**src/rtl/dl_rr_arb8.sv**
```systemverilog
// Eight-requester round-robin arbiter that locks one valid/ready channel for a whole packet.
// The grant index is registered and selects the winner's payload through an 8:1 mux.
module dl_rr_arb8 #(
  parameter int NUM_BITS = 32
) (
  input  logic                  clk,
  input  logic                  rst,
  input  logic [7:0]            req_valid,
  input  logic [7:0]            req_last,
  input  logic [8*NUM_BITS-1:0] req_data,
  output logic [7:0]            req_ready,
  output logic                  out_valid,
  output logic                  out_last,
  output logic [NUM_BITS-1:0]   out_data,
  input  logic                  out_ready,
  output logic [2:0]            grant_sel,
  output logic                  busy
);

  typedef enum logic {
    IDLE  = 1'b0,
    GRANT = 1'b1
  } state_t;

  state_t     state, state_nxt;
  logic [2:0] ptr, ptr_nxt, sel_nxt;
  logic [2:0] winner;
  logic       found;

  // Rotating priority scan: the first requester at or after ptr wins.
  always_comb begin
    // NOTE: every combinational output gets a default before any branch so no latch is inferred.
    winner = '0;
    found  = 1'b0;
    for (int k = 0; k < 8; k++) begin
      if (!found && req_valid[ptr + 3'(k)]) begin
        winner = ptr + 3'(k);
        found  = 1'b1;
      end
    end
  end

  // Pass-through is gated by rst so a mid-packet reset stops the transfer immediately.
  always_comb begin
    out_valid = 1'b0;
    out_last  = 1'b0;
    req_ready = '0;
    if (state == GRANT && !rst) begin
      out_valid            = req_valid[grant_sel];
      out_last             = req_last[grant_sel];
      req_ready[grant_sel] = out_ready;
    end
  end

  assign out_data = req_data[grant_sel*NUM_BITS +: NUM_BITS];
  assign busy     = (state == GRANT);

  always_comb begin
    state_nxt = state;
    ptr_nxt   = ptr;
    sel_nxt   = grant_sel;
    case (state)
      IDLE: begin
        if (found) begin
          state_nxt = GRANT;
          sel_nxt   = winner;
          ptr_nxt   = winner + 3'd1;
        end
      end
      GRANT: begin
        if (out_valid && out_ready && out_last) state_nxt = IDLE;
      end
      default: state_nxt = IDLE;
    endcase
  end

  always_ff @(posedge clk) begin
    // NOTE: state registers use non-blocking assignments so every flop samples pre-edge values.
    if (rst) begin
      state     <= IDLE;
      ptr       <= '0;
      grant_sel <= '0;
    end else begin
      state     <= state_nxt;
      ptr       <= ptr_nxt;
      grant_sel <= sel_nxt;
    end
  end

endmodule

```
**config.mk**
```make
export PLATFORM = sky130hd
export DESIGN_NAME = dl_rr_arb8
export DESIGN_NICKNAME = d
export VERILOG_FILES = /design/src/rtl/dl_rr_arb8.sv
export SDC_FILE = /design/constraint.sdc
export NUM_CORES = 1
export LEC_CHECK = 0
export ABC_AREA = 1
export CORE_AREA = 3 3 124 126
export CTS_CLUSTER_DIAMETER = 30
export DETAILED_ROUTE_END_ITERATION = 12
export DIE_AREA = 0 0 127 129
export HOLD_SLACK_MARGIN = 0.15
export SYNTH_ARGS = -nofsm -noshare
export SYNTH_HDL_FRONTEND = slang
export SYNTH_SLANG_ARGS = --single-unit
export TNS_END_PERCENT = 5
```
**constraint.sdc**
```tcl
create_clock -name clk -period 2.9 [get_ports clk]
set_clock_uncertainty 0.15 [all_clocks]
set_input_delay 0.58 -clock clk [delete_from_list [all_inputs] [get_ports clk]]
set_output_delay 0.58 -clock clk [all_outputs]
set_load 0.02 [all_outputs]
```
==> key figures <==
Synth
  – Dominant cells by area after synthesis: nor2_1 29%, o21ai_0 22%, o2111ai_1 8.6%
  – Sequential area share after synthesis: 4.42%
  – Synthesized Nets: ~900
  – Post-Syn Instances: 636
  – Yosys cell types: 36
  – Syn Area/Cell: roughly 5.0 sq um
  – Yosys reg bits: 7
  – Synth warn: 0
  – Share of the synthesized area in the top cell type: between 20% and 30%
  – Netlist Area Pre-Place: approximately 0.0032 sq mm
  – Cell type with the largest total area after synthesis: nor2_1

Final layout
  – Area Growth Syn to Fin: 120%
  – Antenna diodes: 0
  – Layout cells sized above 1: under 10%
  – Nets: around 1200
  – Most frequent cells in the layout: 280 x clkdlybuf4s50_1, 241 x nor2_1, 138 x o21ai_0
  – Commonest non-fill, non-tap cell in the layout: clkdlybuf4s50_1

Critical path
  – CP delay by family, top: buffers and inverters
  – Setup CP Type: reg2out
  – CP Capture Type: output port
  – R2R setup slack: about 0.22 ns
  – Critical path's slowest cell: clkdlybuf4s50_1
  – Max stage delay on crit path: roughly 0.64 ns
  – Crit path DAT: 2.15 ns
  – Crit path cell chain: nand2_1 -> buf_12 -> nor2_1 -> o21ai_0 -> o2111ai_1 -> clkdlybuf4s50_1
  – Data required, critical path: about 2.2 ns
  – CP startpoint kind: flop
  – CP Max Fanout: 26
  – Buf/Inv on CP: 2

Floorplanning
  – # rows: 44
  – Die height: roughly 130 um
  – Initial cell density of the core: a little over a fifth
  – Total core area: approximately 0.014 sq mm
  – Die ar.: about 0.016 sq mm
  – # IOs: between 300 and 400
  – Die width: around 130 um

STA
  – FMAX: about 350 MHz
  – Unrepaired setup endpoints after global routing: yes
  – Final Hold Viols: 0
  – Relative slew slack: roughly two thirds
  – Hold slack: around 0.43 ns
  – Pins over their slew limit: 0
  – Post-route minimum period: slightly below 3 ns
  – Worst-Margin Slew: between 0.4 and 0.5 ns
  – Worst Slack Setup Final: about 0.015 ns
  – Final period utilization: between 90 and 100%
  – Endpoints failing setup: 0
  – TNS Setup: 0 ns

Power and ir drop
  – P_leak: 3.09 nW
  – Maximum VDD drop: about 0.62 mV
  – Pwr/cell area: between 800 and 900 mW/mm^2

Placement
  – IO buf count: between 300 and 400
  – Worst slack, placed: -0.138 ns
  – Global placer's final weighted congestion: about 0.94
  – HPWL after DPL: 15800 um

Clocking
  – Reg clk slew, reported paths: around 0.04 ns
  – H-Tree Depth: 1
  – Cts bufs inserted: 3
  – CTS tree: built
  – CTS Sinks: 7
  – Clk buf depth: 2
  – Cts hold-fix bufs: 0
  – Clk_lat worst skew: around 0.24 ns
  – Clock root buffer: clkbuf_16

GRT
  – Largest net degree at the start of global routing: a little over 90
  – GR Util All Layers: a little over a fifth
  – Total grt overflow: 0
  – Antenna violations before repair: 0
  – Number of global-route vias before repair: 5157
  – First-pass GRT wire length: approximately 28000 um

Detailed routing
  – Wire per inst: about 17 um
  – Post-route DRC: 0
  – DRT iter0 DRCs: 271
  – Metal3 WL: roughly 1200 um
  – Total number of vias: 5461
  – Vias per cell: between 4 and 5
  – Post-route antenna net violation count: 0
  – Final wirelength: ~19000 um
  – Wire length on met1: slightly below 8000 um
  – TritonRoute pass-1 iters: 5
  – Wire length on met2: just under 10000 um
  – DR top layer: met4

Run
  – Max-Cap Viols: 0

Worst hold path
  – Hold crit path type: reg2reg

Outcome
  – Outcome: complete, no violations
## cell families (layout without fill, tap and decap cells)
logic type | after synthesis | count (layout) | share of synthesized area, %
buffers and inverters | 76 | 402 | 9.91
flip-flops | 7 | 7 | 4.42
AND/OR/NAND/NOR | 357 | 357 | 48.5
adder cells (fa/ha/maj) | 3 | 3 | 1.18
AO/OA/AOI/OAI | 189 | 189 | 34.4
XOR/XNOR | 4 | 4 | 1.58
## routing by layer
metal | global-route usage (%) | vias to the layer above
met1 | 25.9 | 2422
met5 | 0 | -
li1 | - | 2814
met4 | 3.79 | 0
met2 | 38.8 | 206
met3 | 4.03 | 19
## final cells by class
class / count / area [sq um]
inverters: 32 / 129
multi-input cells: 553 / 2720
flip-flops and latches: 7 / 144
fillers: 1547 / 7460
clock buffers: 4 / 78.8
well taps: 184 / 230
repair buffers: 366 / 3660
## sequential cells by signal, summed over array words and instances, names as in the netlist
signal / flops
grant_sel: 3
ptr: 3
busy: 1
## final timing paths
path	startpoint	endpoint	cells after the start
worst min register to register	grant_sel[2]	grant_sel[2]	2
worst max register to register	ptr[1]	ptr[1]	16
worst max-delay path	grant_sel[1]	out_data[30]	6
worst min-delay path	grant_sel[2]	grant_sel[2]	2
## through the flow
step	std cells	power, mW	utilization [%]	instance area (sq um)
global route	1146	6.42	48.3	6960
floorplan	636	3.32	-	3170
CTS	1146	5.98	47.8	6900
finish	1146	5.89	48.3	6960
global placement	1142	5.75	47.3	6830
detailed placement	1142	5.74	47.3	6830
## synthesized netlist by cell type (all sizes together)
| library cell | instances |
|---|---|
| a22o | 1 |
| a211oi | 1 |
| nand3 | 41 |
| o21a | 2 |
| nor2 | 243 |
| nand4 | 5 |
| ha | 3 |
| clkinv | 4 |
| a41oi | 1 |
| inv | 28 |
| o22ai | 2 |
| nand2 | 58 |
| nor3 | 10 |
| xnor2 | 2 |
| o21ai | 142 |
| o2111ai | 31 |
| buf | 10 |
| a21oi | 7 |
| clkbuf | 34 |
| xor2 | 2 |
| dfxtp | 7 |
| a31oi | 2 |
## worst reg2reg max path, stage by stage (launching register included)
cell and delay (ns):
dfxtp_1 0.36, clkinv_2 0.08, ha_2 0.41, inv_2 0.12
nand3_1 0.17, nand3_2 0.13, nand2_4 0.12, nor2_4 0.05
nand3_1 0.09, inv_1 0.08, nand3_1 0.07, nand3_1 0.07
nor2_1 0.10, nand3_1 0.10, ha_1 0.30, o21ai_1 0.13
a21oi_1 0.05
## timing repair
item	in CTS	in global routing
resized for setup	19	25
setup endpoints to repair	24	28
buffers inserted	0	0
## report_power, final
part / switching [mW] / leakage (nW) / internal, mW
Sequential: 0.0825 / 0.0588 / 0.141
Clock: 0.0584 / 0.0382 / 0.183
Combinational: 3.16 / 3.00 / 2.26
Total: 3.30 / 3.09 / 2.59
Note: power is estimated with default switching activity, not from simulation.
